===== src/rtl/pi_loop_ctrl_pkg.sv =====
// rtl/pi_loop_ctrl_pkg.sv - shared types and constants for the PI loop sequencer
package pi_loop_ctrl_pkg;

  // Sequencer states
  typedef enum logic [1:0] {
    ST_IDLE = 2'd0,
    ST_WAIT = 2'd1,
    ST_RUN  = 2'd2,
    ST_OUT  = 2'd3
  } state_t;

  // Width of the dropped-strobe counter
  localparam int DROP_W = 16;

  // Counter width able to hold 0..latency inclusive
  function automatic int cnt_width(input int latency);
    return $clog2(latency + 1);
  endfunction

endpackage


===== src/rtl/pi_loop_ctrl_if.sv =====
// rtl/pi_loop_ctrl_if.sv - DAC output valid/ready channel
interface pi_loop_ctrl_if #(
  parameter int OUTPUT_WIDTH = 32
);
  logic signed [OUTPUT_WIDTH-1:0] dac_data;
  logic                           dac_valid;
  logic                           dac_ready;

  // Producer side: the loop controller
  modport master (
    output dac_data,
    output dac_valid,
    input  dac_ready
  );

  // Consumer side: the DAC writer
  modport slave (
    input  dac_data,
    input  dac_valid,
    output dac_ready
  );
endinterface


===== src/rtl/pi_loop_ctrl_signed_clamp.sv =====
// rtl/pi_loop_ctrl_signed_clamp.sv - combinational signed saturation to [LO, HI]
module signed_clamp #(
  parameter int                       WIDTH = 32,
  parameter logic signed [WIDTH-1:0]  LO    = {1'b1, {(WIDTH-1){1'b0}}},
  parameter logic signed [WIDTH-1:0]  HI    = {1'b0, {(WIDTH-1){1'b1}}}
) (
  input  logic signed [WIDTH-1:0] din,
  output logic signed [WIDTH-1:0] dout
);

  // Pass through unless outside the window, then pin to the nearer bound
  always_comb begin
    dout = din;
    if (din > HI) begin
      dout = HI;
    end else if (din < LO) begin
      dout = LO;
    end
  end

endmodule


===== src/rtl/pi_loop_ctrl.sv =====
// rtl/pi_loop_ctrl.sv - sample sequencer and integral holder around the PI pipeline
module pi_loop_ctrl
  import pi_loop_ctrl_pkg::*;
#(
  parameter int                             INPUT_WIDTH    = 18,
  parameter int                             OUTPUT_WIDTH   = 32,
  parameter int                             PIPE_LATENCY   = 6,
  parameter logic signed [OUTPUT_WIDTH-1:0] INTEGRAL_LIMIT = 32'sh0FFFFFFF
) (
  input  logic                           clk,
  input  logic                           rst_L,
  input  logic                           enable,
  input  logic                           integral_clear,
  input  logic signed [INPUT_WIDTH-1:0]  setpoint,
  input  logic signed [OUTPUT_WIDTH-1:0] kp,
  input  logic signed [OUTPUT_WIDTH-1:0] ki,
  input  logic signed [INPUT_WIDTH-1:0]  adc_data,
  input  logic                           adc_strobe,
  output logic signed [INPUT_WIDTH-1:0]  pipe_setpoint,
  output logic signed [INPUT_WIDTH-1:0]  pipe_actual,
  output logic signed [OUTPUT_WIDTH-1:0] pipe_kp,
  output logic signed [OUTPUT_WIDTH-1:0] pipe_ki,
  output logic signed [OUTPUT_WIDTH-1:0] pipe_integral,
  input  logic signed [OUTPUT_WIDTH-1:0] pipe_integral_result,
  input  logic signed [OUTPUT_WIDTH-1:0] pipe_pi_result,
  pi_loop_ctrl_if.master                 dac,
  output logic signed [OUTPUT_WIDTH-1:0] integral_out,
  output logic                           busy,
  output logic [DROP_W-1:0]              drop_count
);

  localparam int CNT_W = cnt_width(PIPE_LATENCY);

  state_t                         state_q, state_d;
  logic [CNT_W-1:0]               cnt_q;
  logic signed [OUTPUT_WIDTH-1:0] acc_q;
  logic signed [OUTPUT_WIDTH-1:0] acc_clamped;
  logic signed [OUTPUT_WIDTH-1:0] dac_data_q;
  logic [DROP_W-1:0]              drop_q;
  logic                           accept;
  logic                           capture;

  // Anti-windup limit applied to the integral coming back from the pipeline
  signed_clamp #(
    .WIDTH (OUTPUT_WIDTH),
    .LO    (-INTEGRAL_LIMIT),
    .HI    (INTEGRAL_LIMIT)
  ) u_clamp (
    .din  (pipe_integral_result),
    .dout (acc_clamped)
  );

  // State register
  always_ff @(posedge clk or negedge rst_L) begin
    if (!rst_L) begin
      state_q <= ST_IDLE;
    end else begin
      state_q <= state_d;
    end
  end

  // Next state plus accept/capture strobes; a strobe in WAIT beats enable going low
  always_comb begin
    state_d = state_q;
    accept  = 1'b0;
    capture = 1'b0;
    case (state_q)
      ST_IDLE: begin
        if (enable) state_d = ST_WAIT;
      end
      ST_WAIT: begin
        if (adc_strobe) begin
          accept  = 1'b1;
          state_d = ST_RUN;
        end else if (!enable) begin
          state_d = ST_IDLE;
        end
      end
      ST_RUN: begin
        if (cnt_q == CNT_W'(PIPE_LATENCY)) begin
          capture = 1'b1;
          state_d = ST_OUT;
        end
      end
      ST_OUT: begin
        if (dac.dac_ready) state_d = enable ? ST_WAIT : ST_IDLE;
      end
      default: state_d = ST_IDLE;
    endcase
  end

  // Latency counter: restarts on accept, counts edges while the pipeline settles
  always_ff @(posedge clk or negedge rst_L) begin
    if (!rst_L) begin
      cnt_q <= '0;
    end else if (accept) begin
      cnt_q <= '0;
    end else if (state_q == ST_RUN) begin
      cnt_q <= cnt_q + CNT_W'(1);
    end
  end

  // Operand holding registers, frozen from accept until the next accept
  always_ff @(posedge clk or negedge rst_L) begin
    if (!rst_L) begin
      pipe_actual   <= '0;
      pipe_setpoint <= '0;
      pipe_kp       <= '0;
      pipe_ki       <= '0;
    end else if (accept) begin
      pipe_actual   <= adc_data;
      pipe_setpoint <= setpoint;
      pipe_kp       <= kp;
      pipe_ki       <= ki;
    end
  end

  // Integral accumulator: clamped write-back on capture, clear only while idle
  always_ff @(posedge clk or negedge rst_L) begin
    if (!rst_L) begin
      acc_q <= '0;
    end else if (capture) begin
      acc_q <= acc_clamped;
    end else if (state_q == ST_IDLE && integral_clear) begin
      acc_q <= '0;
    end
  end

  // DAC output register, held through backpressure
  always_ff @(posedge clk or negedge rst_L) begin
    if (!rst_L) begin
      dac_data_q <= '0;
    end else if (capture) begin
      dac_data_q <= pipe_pi_result;
    end
  end

  // Saturating count of strobes that arrive while a sample is in flight
  always_ff @(posedge clk or negedge rst_L) begin
    if (!rst_L) begin
      drop_q <= '0;
    end else if (adc_strobe && (state_q == ST_RUN || state_q == ST_OUT)
                 && drop_q != {DROP_W{1'b1}}) begin
      drop_q <= drop_q + DROP_W'(1);
    end
  end

  assign pipe_integral = acc_q;
  assign integral_out  = acc_q;
  assign dac.dac_data  = dac_data_q;
  assign dac.dac_valid = (state_q == ST_OUT);
  assign busy          = (state_q != ST_IDLE);
  assign drop_count    = drop_q;

endmodule


===== src/flat_wrapper.sv =====
// flat-port wrapper written by rule: the top's interface ports become plain ports
module pi_loop_ctrl_flat import pi_loop_ctrl_pkg::*;
#(
  parameter int                             INPUT_WIDTH    = 18,
  parameter int                             OUTPUT_WIDTH   = 32,
  parameter int                             PIPE_LATENCY   = 6,
  parameter logic signed [OUTPUT_WIDTH-1:0] INTEGRAL_LIMIT = 32'sh0FFFFFFF
)
  (clk, rst_L, enable, integral_clear, setpoint, kp, ki, adc_data, adc_strobe, pipe_setpoint, pipe_actual, pipe_kp, pipe_ki, pipe_integral, pipe_integral_result, pipe_pi_result, integral_out, busy, drop_count, dac_dac_data, dac_dac_valid, dac_dac_ready);
  pi_loop_ctrl_if #(.OUTPUT_WIDTH(OUTPUT_WIDTH)) dac_i ();
  input  logic clk;
  input  logic rst_L;
  input  logic enable;
  input  logic integral_clear;
  input  logic signed [INPUT_WIDTH-1:0] setpoint;
  input  logic signed [OUTPUT_WIDTH-1:0] kp;
  input  logic signed [OUTPUT_WIDTH-1:0] ki;
  input  logic signed [INPUT_WIDTH-1:0] adc_data;
  input  logic adc_strobe;
  output logic signed [INPUT_WIDTH-1:0] pipe_setpoint;
  output logic signed [INPUT_WIDTH-1:0] pipe_actual;
  output logic signed [OUTPUT_WIDTH-1:0] pipe_kp;
  output logic signed [OUTPUT_WIDTH-1:0] pipe_ki;
  output logic signed [OUTPUT_WIDTH-1:0] pipe_integral;
  input  logic signed [OUTPUT_WIDTH-1:0] pipe_integral_result;
  input  logic signed [OUTPUT_WIDTH-1:0] pipe_pi_result;
  output logic signed [OUTPUT_WIDTH-1:0] integral_out;
  output logic busy;
  output logic [DROP_W-1:0] drop_count;
  output wire logic [$bits(dac_i.dac_data)-1:0] dac_dac_data;
  output wire logic [$bits(dac_i.dac_valid)-1:0] dac_dac_valid;
  input wire logic [$bits(dac_i.dac_ready)-1:0] dac_dac_ready;
  assign dac_dac_data = dac_i.dac_data;
  assign dac_dac_valid = dac_i.dac_valid;
  assign dac_i.dac_ready = dac_dac_ready;
  pi_loop_ctrl #(.INPUT_WIDTH(INPUT_WIDTH), .OUTPUT_WIDTH(OUTPUT_WIDTH), .PIPE_LATENCY(PIPE_LATENCY), .INTEGRAL_LIMIT(INTEGRAL_LIMIT)) u_core (.clk(clk), .rst_L(rst_L), .enable(enable), .integral_clear(integral_clear), .setpoint(setpoint), .kp(kp), .ki(ki), .adc_data(adc_data), .adc_strobe(adc_strobe), .pipe_setpoint(pipe_setpoint), .pipe_actual(pipe_actual), .pipe_kp(pipe_kp), .pipe_ki(pipe_ki), .pipe_integral(pipe_integral), .pipe_integral_result(pipe_integral_result), .pipe_pi_result(pipe_pi_result), .dac(dac_i), .integral_out(integral_out), .busy(busy), .drop_count(drop_count));
endmodule

===== config.mk =====
export PLATFORM = sky130hd
export DESIGN_NAME = pi_loop_ctrl_flat
export DESIGN_NICKNAME = d
export VERILOG_FILES = /design/src/rtl/pi_loop_ctrl_pkg.sv /design/src/rtl/pi_loop_ctrl_if.sv /design/src/rtl/pi_loop_ctrl_signed_clamp.sv /design/src/rtl/pi_loop_ctrl.sv /design/src/flat_wrapper.sv
export SDC_FILE = /design/constraint.sdc
export NUM_CORES = 1
export LEC_CHECK = 0
export ABC_CLOCK_PERIOD_IN_PS = 1800
export BUFFER_PORTS_ARGS = -buffer_cell sky130_fd_sc_hd__buf_2
export CAP_MARGIN = 10
export CORE_UTILIZATION = 35
export CTS_CLUSTER_DIAMETER = 60
export DETAILED_ROUTE_END_ITERATION = 10
export MAX_ROUTING_LAYER = met4
export SLEW_MARGIN = 20
export SYNTH_ARGS = -nofsm -noshare
export SYNTH_HDL_FRONTEND = slang
export SYNTH_HIERARCHICAL = 1
export SYNTH_SLANG_ARGS = --single-unit

===== constraint.sdc =====
create_clock -name clk -period 1.8 [get_ports clk]
set_input_delay 0.27 -clock clk [delete_from_list [all_inputs] [get_ports clk]]
set_output_delay 0.27 -clock clk [all_outputs]
set_load 0.02 [all_outputs]

==> impl_metrics.ini, run 1 <==
[outcome]
status = complete, no violations

[routing]
vias_per_cell = 4.56
routedWlPerCell_um = 15.9
drc = 0
final_antenna_net_count = 0
firstDrtPassIters = 4
vias = 5976
routed_wirelength_um = 20800
drtIter0Drc = 228

[die]
dieWidth_um = 151
die-area_mm2 = 0.0227
start_util = 0.361
num_io_pins = 384
core_mm2 = 0.0214
die_height_um = 151
row_count = 53

[global_route]
grt_usage = 0.185
grt_max_degree = 47
antenna_found_initial = 2
grt_pass1_wl_um = 31000
grt_pass1_vias = 5605
grt_overflow = 0

[clocking]
htree_num_levels = 4
cts_tree = done
clock_latency_ps = 430
cts_buffers = 17
cts_sinks = 185
cts_buffer_depth = 2
cts_root_buffer = clkbuf_16
clk_pin_slew_ps = 80
post-cts-setup-buffers = 0

[worst_setup_path]
required_ps = 2110
crit_fanout = 3
cp.arrival_ps = 2000
cp-end-kind = flip-flop
startpoint_type = flip-flop
crit_type = flip-flop to flip-flop

[finish]
nets = 1195
syn2layout_area_growth_pct = 38.3
drive_gt1_frac = 0.553
layout.cells.non_filler = 1311
n_fill_cell = 1949

[sta]
relSlewSlack = 0.748
drv_slew = 0
period_share = 0.940
hold_viol_final = 0
finalClockSkew_ps = 16.2
period_needed_ps = 1690
holdWs_ps = 31.9
worst_pin_slew_ps = 374
setup_violations = 0
fmax_mhz = 591
rsz0062_at_grt = true

[yosys]
ys.flop_type = dfrtp_1
synth_edf_count = 0
netlist_top_cells_area = dfrtp_1 60%, mux2_2 15%, nand2_1 5.3%, a22o_1 3.6%, buf_4 3.2%
ys_ff_latch = 185
netlist_area_mm2 = 0.00772
ys_async_sr_fraction = 1.00
yosysUniqueCellTypes = 40
yosysTopAreaCell = dfrtp_1
yosysTopAreaCellShare = 0.600
syn_nets = 808
synth_cells = 634
yosysWarnings = 6
seq_area_frac_synth = 0.600
avgSynthCellArea_um2 = 12.2

[power]
p_sw_frac = 0.412
clkPwrFrac = 0.188
power_density_mw_per_mm2 = 1810
power_frac_comb = 0.444
p_int_mw = 11.4
p_seq_frac = 0.368
peakVddDrop_mv = 0.924
p_sw_mw = 7.98
p_leak_nw = 5.65

[placement]
gp_congestion = 0.836
post-place-cells = 1275
port_buffers = 383
detailed_place_hpwl_um = 15900

[run]
drv_cap = 0

[hold_path]
min_path_type = primary input to flip-flop
power by group through the flow:
stage | Sequential (mW) | Combinational [mW] | Clock [mW]
after floorplan | 9.44 | 3.35 | 0
after global placement | 7.13 | 8.59 | 0
after detailed placement | 7.18 | 8.67 | 0
after CTS | 7.13 | 8.68 | 3.77
after global routing | 7.40 | 9.23 | 3.94
final | 7.12 | 8.59 | 3.64
kinds of logic (layout without fill, tap and decap cells):
logic type	count (synthesis)	count (layout)	synth area share
other cells	0	2	0
compound gates	79	79	0.0746
flops	185	185	0.600
fa+ha+maj	4	4	0.00648
mux	102	102	0.149
xor+xnor	13	13	0.0148
buf+inv	97	497	0.0682
simple gates	154	154	0.0869
synth_stat cells (2+ instances only):
cell / count
dfrtp_1: 185
nand2_1: 108
mux2_2: 101
buf_4: 33
a22o_1: 32
inv_1: 32
o21ai_0: 26
buf_2: 24
nor2_1: 10
xnor2_1: 10
nor4_1: 8
nand4_1: 7
clkbuf_1: 6
nand3_1: 6
a21oi_1: 4
ha_1: 4
o21a_1: 4
a221oi_1: 3
o21ai_1: 3
xor2_1: 3
and2_1: 2
and3_1: 2
nand2b_1: 2
nor3_1: 2
o2111ai_1: 2
critical path, stage by stage, from the launching register on:
cell	delay (ps)
dfrtp_1	360
ha_1	190
nand3_1	150
or3_1	420
nor2_1	120
mux2_2	340
metrics by stage:
stage | TNS (ps) | setup WS, ps | area (µm²) | util | power [mW]
6_report | 0 | 109 | 10700 | 0.500 | 19.4
5_1_grt | -12.7 | -12.7 | 10700 | 0.500 | 20.6
2_1_floorplan | 0 | 74.8 | 7720 | - | 12.8
3_3_place_gp | -4350 | -261 | 10000 | 0.470 | 15.7
4_1_cts | 0 | 61.0 | 10600 | 0.499 | 19.6
3_5_place_dp | -3960 | -226 | 10000 | 0.470 | 15.9
final cells by class:
cell class / instances / area (µm²) / area share
antenna: 2 / 5.00 / 0.000469
tap: 275 / 344 / 0.0322
sequential: 185 / 4630 / 0.434
clock inverter: 14 / 159 / 0.0149
multi-input combinational: 352 / 2580 / 0.242
timing repair buffer: 433 / 2400 / 0.225
clock buffer: 18 / 429 / 0.0402
inverter: 32 / 120 / 0.0113
state kept, by name, indices dropped and copies added (netlist names), named ones only:
| signal | flops |
|---|---|
| u_core/cnt_q | 3 |
| u_core/dac.dac_data | 32 |
| u_core/drop_count | 16 |
| u_core/integral_out | 32 |
| u_core/pipe_actual | 18 |
| u_core/pipe_ki | 32 |
| u_core/pipe_kp | 32 |
| u_core/pipe_setpoint | 18 |
| u_core/state_q | 1 |
timing repair:
| item | CTS | global route |
|---|---|---|
| hold buffers | 1 | 1 |
| hold endpoints to repair | 30 | 1 |
| resized for setup | 1 | 3 |
| endpoints found under the setup margin | 1 | 2 |
worst paths after layout:
check | from | endpoint | slack (ps) | cells past startpoint
setup / recovery | u_core/drop_count[0] | u_core/drop_count[12] | 110 | 5
hold / removal | pipe_pi_result[29] | u_core/dac.dac_data[29] | 30 | 3
setup reg to reg | u_core/drop_count[0] | u_core/drop_count[12] | 110 | 5
hold reg to reg | u_core/dac.dac_data[2] | u_core/dac.dac_data[2] | 470 | 2
max in group asynchronous | rst_L | u_core/pipe_ki[3] | 890 | 3
min in group asynchronous | rst_L | u_core/integral_out[16] | 310 | 2
cells in the final DEF (no fill, tap or decap), types with 3 or more instances in the layout:
master / n
dfrtp_1: 185
a221oi_1: 3
clkinvlp_4: 3
nand2_1: 108
buf_2: 382
inv_1: 32
inv_8: 4
clkinv_4: 3
nand4_1: 7
buf_12: 8
ha_1: 4
o21a_1: 4
o21ai_0: 26
buf_4: 40
clkbuf_16: 17
nor4_1: 8
nor2_1: 9
mux2_2: 101
o21ai_1: 3
clkinv_8: 4
xnor2_1: 10
xor2_1: 3
a21oi_1: 3
nand3_1: 6
a22o_1: 32
routing by layer:
metal | share of wire | GRT usage
met5 | 0 | -
met4 | 0.015 | 0.0586
met3 | 0.079 | 0.0506
met2 | 0.50 | 0.301
met1 | 0.40 | 0.224
(Power assumes the default switching activity.)
==> run 2, diff against run 1 <==
GPL_TIMING_DRIVEN = 0   (was not set)
SYNTH_HIERARCHICAL = not set   (was 1)
==> run 2 against run 1 <==
Net effect: clock power is 4% higher; register-to-register slack worse by 30 ps; critical path depth is 1 lower; synthesized cell count is 0.16% higher; clock skew is 4.1 ps lower; sequential cell count stayed put.
==> impl_metrics.ini, run 2 <==
[worst_setup_path]
critPathMaxStageDelay_ps = 440
reg2reg_setup_slack_ps = 80
cp-end-kind = flip-flop
cp-startpoint = u_core.drop_count[0]
critPathSlowestCell = dfrtp_1
startpoint_type = flip-flop
required_ps = 2110
critical_path.endpoint = u_core.drop_count[1]
crit_fanout = 5
reg2regPathDepth = 4
r2r_start = u_core.drop_count[0]
cp.arrival_ps = 2030
path_cells = ha_1 -> and4_1 -> a41oi_4 -> mux2_2
r2r-end = u_core.drop_count[1]
crit_type = flip-flop to flip-flop

[placement]
dp_slack_ps = -376
detailed_place_hpwl_um = 16700
port_buffers = 383
gp_congestion = 0.807
post-place-cells = 1333

[sta]
setup_violations = 0
worst_pin_slew_ps = 494
fin_tns_setup_ps = 0
period_needed_ps = 1720
worst_slack_ps = 79.7
relSlewSlack = 0.671
hold_viol_final = 0
rsz0062_at_grt = true
period_share = 0.956
fmax_mhz = 581
finalClockSkew_ps = 12.1
drv_slew = 0

[yosys]
seq_area_frac_synth = 0.564
synth_cells = 635
netlist_top_cells_area = dfrtp_1 56%, mux2_4 16%, nand2_1 5.0%, buf_4 3.3%, a22o_1 2.9%
synth_edf_count = 0
syn_nets = 809
avgSynthCellArea_um2 = 12.9
ys.flop_type = dfrtp_1
yosysWarnings = 0
yosysTopAreaCell = dfrtp_1
yosysMostFrequentCell = dfrtp_1
ys_top_cells_by_count = 185 x dfrtp_1, 109 x nand2_1, 89 x mux2_4, 36 x buf_4, 33 x inv_1
yosysUniqueCellTypes = 40
ys_ff_latch = 185
yosysTopAreaCellShare = 0.564
netlist_area_mm2 = 0.00821
ys_async_sr_fraction = 1.00

[power]
p_int_mw = 11.3
power_frac_comb = 0.433
power.total_mw = 18.3
p_leak_nw = 6.17
clkPwrFrac = 0.206
p_seq_frac = 0.361
power_density_mw_per_mm2 = 1620
p_sw_mw = 7.00
peakVddDrop_mv = 0.654
p_sw_frac = 0.383

[die]
row_count = 55
start_util = 0.359
num_io_pins = 384
die-area_mm2 = 0.0241
die_height_um = 155
core_mm2 = 0.0228
dieWidth_um = 155

[finish]
regArea_mm2 = 0.00463
fin_util = 0.493
nets = 1216
drive_gt1_frac = 0.559
n_fill_cell = 2169
layout_commonest_cell = buf_2
mostFrequentLayoutCells = 390 x buf_2, 185 x dfrtp_1, 109 x nand2_1, 89 x mux2_4, 37 x buf_4
syn2layout_area_growth_pct = 37.3
multi_input_area_mm2 = 0.00297
layout.cells.non_filler = 1372

[outcome]
status = complete, no violations

[clocking]
cts_sinks = 185
cts_buffers = 17
clk_pin_slew_ps = 80
cts_tree = done
htree_num_levels = 4
clock_latency_ps = 420
cts_buffer_depth = 2
cts_root_buffer = clkbuf_16

[global_route]
grt_pass1_vias = 6123
grt_overflow = 0
antenna_found_initial = 6
grt_usage = 0.188
grt_max_degree = 95
grt_pass1_wl_um = 34100

[routing]
vias_per_cell = 4.52
drtIter0Drc = 288
drc = 0
vias = 6203
firstDrtPassIters = 4
routed_wirelength_um = 22200
final_antenna_net_count = 0
routedWlPerCell_um = 16.2

[hold_path]
min_path_type = primary input to flip-flop

[run]
drv_cap = 0
[run 2: power by group through the flow]
stage | combinational, mW | clock (mW) | sequential, mW
after detailed placement | 7.91 | 0 | 6.67
final | 7.91 | 3.77 | 6.60
after global placement | 7.86 | 0 | 6.59
after global routing | 8.44 | 4.08 | 6.81
after CTS | 7.97 | 3.89 | 6.60
after floorplan | 3.45 | 0 | 8.46
[run 2: worst max-delay path, delay by kind of cell (launching register included)]
kind / cells / cell delay, ps
DFF: 1 / 440
AOI/OAI and AO/OA: 1 / 250
muxes: 1 / 370
adders and majority gates: 1 / 270
and+or+nand+nor: 1 / 300
[run 2: kinds of logic after synthesis]
| logic type | after synthesis | share of synthesized area |
|---|---|---|
| AOI/OAI and AO/OA | 79 | 0.0677 |
| xor gates and xnor gates | 10 | 0.0107 |
| adders and majority gates | 4 | 0.00610 |
| buffers and inverters | 96 | 0.0814 |
| DFF | 185 | 0.564 |
| muxes | 103 | 0.182 |
| and+or+nand+nor | 158 | 0.0881 |
[run 2: timing repair]
item / CTS / global route
pin swaps: 0 / 1
resized for setup: 2 / 15
gates cloned: 0 / 1
endpoints found under the setup margin: 7 / 47
setup buffers: 0 / 1
hold buffers: 1 / 0
hold endpoints to repair: 91 / 0
[run 2: final cells by class]
cell class                 count  area share
timing repair buffer         387       0.177
inverter                      33      0.0110
sequential                   185       0.411
clock inverter                15      0.0151
buffer                        63      0.0489
tap                          313      0.0348
multi-input combinational    355       0.263
clock buffer                  17      0.0377
antenna                        4    0.000888
[run 2: through the flow]
step                hold WS, ps  cell area [µm²]
finish                     33.1            11300
global route               13.4            11300
floorplan                 -25.6             8210
global placement            453            10500
CTS                        10.6            11200
detailed placement          324            10600
[run 2: worst min-delay path by stage]
stage	endpoint	cells past startpoint	slack, ps	start
2_1_floorplan	asynchronous set/reset pin	0	-30	rst_L
6_report	u_core.dac.dac_data[14]	3	30	pipe_pi_result[14]
5_1_grt	u_core.dac.dac_data[6]	3	10	pipe_pi_result[6]
4_1_cts	u_core.dac.dac_data[14]	3	10	pipe_pi_result[14]
3_3_place_gp	u_core.dac.dac_data[6]	2	450	u_core.dac.dac_data[6]
3_5_place_dp	u_core.dac.dac_data[3]	2	320	rst_L
[run 2: routing by layer]
layer	share of wire	track usage	wire [µm]
met1	0.42	0.232	9440
met4	0.012	0.0519	261
met3	0.059	0.0404	1320
met2	0.50	0.312	11200
met5	0	-	0
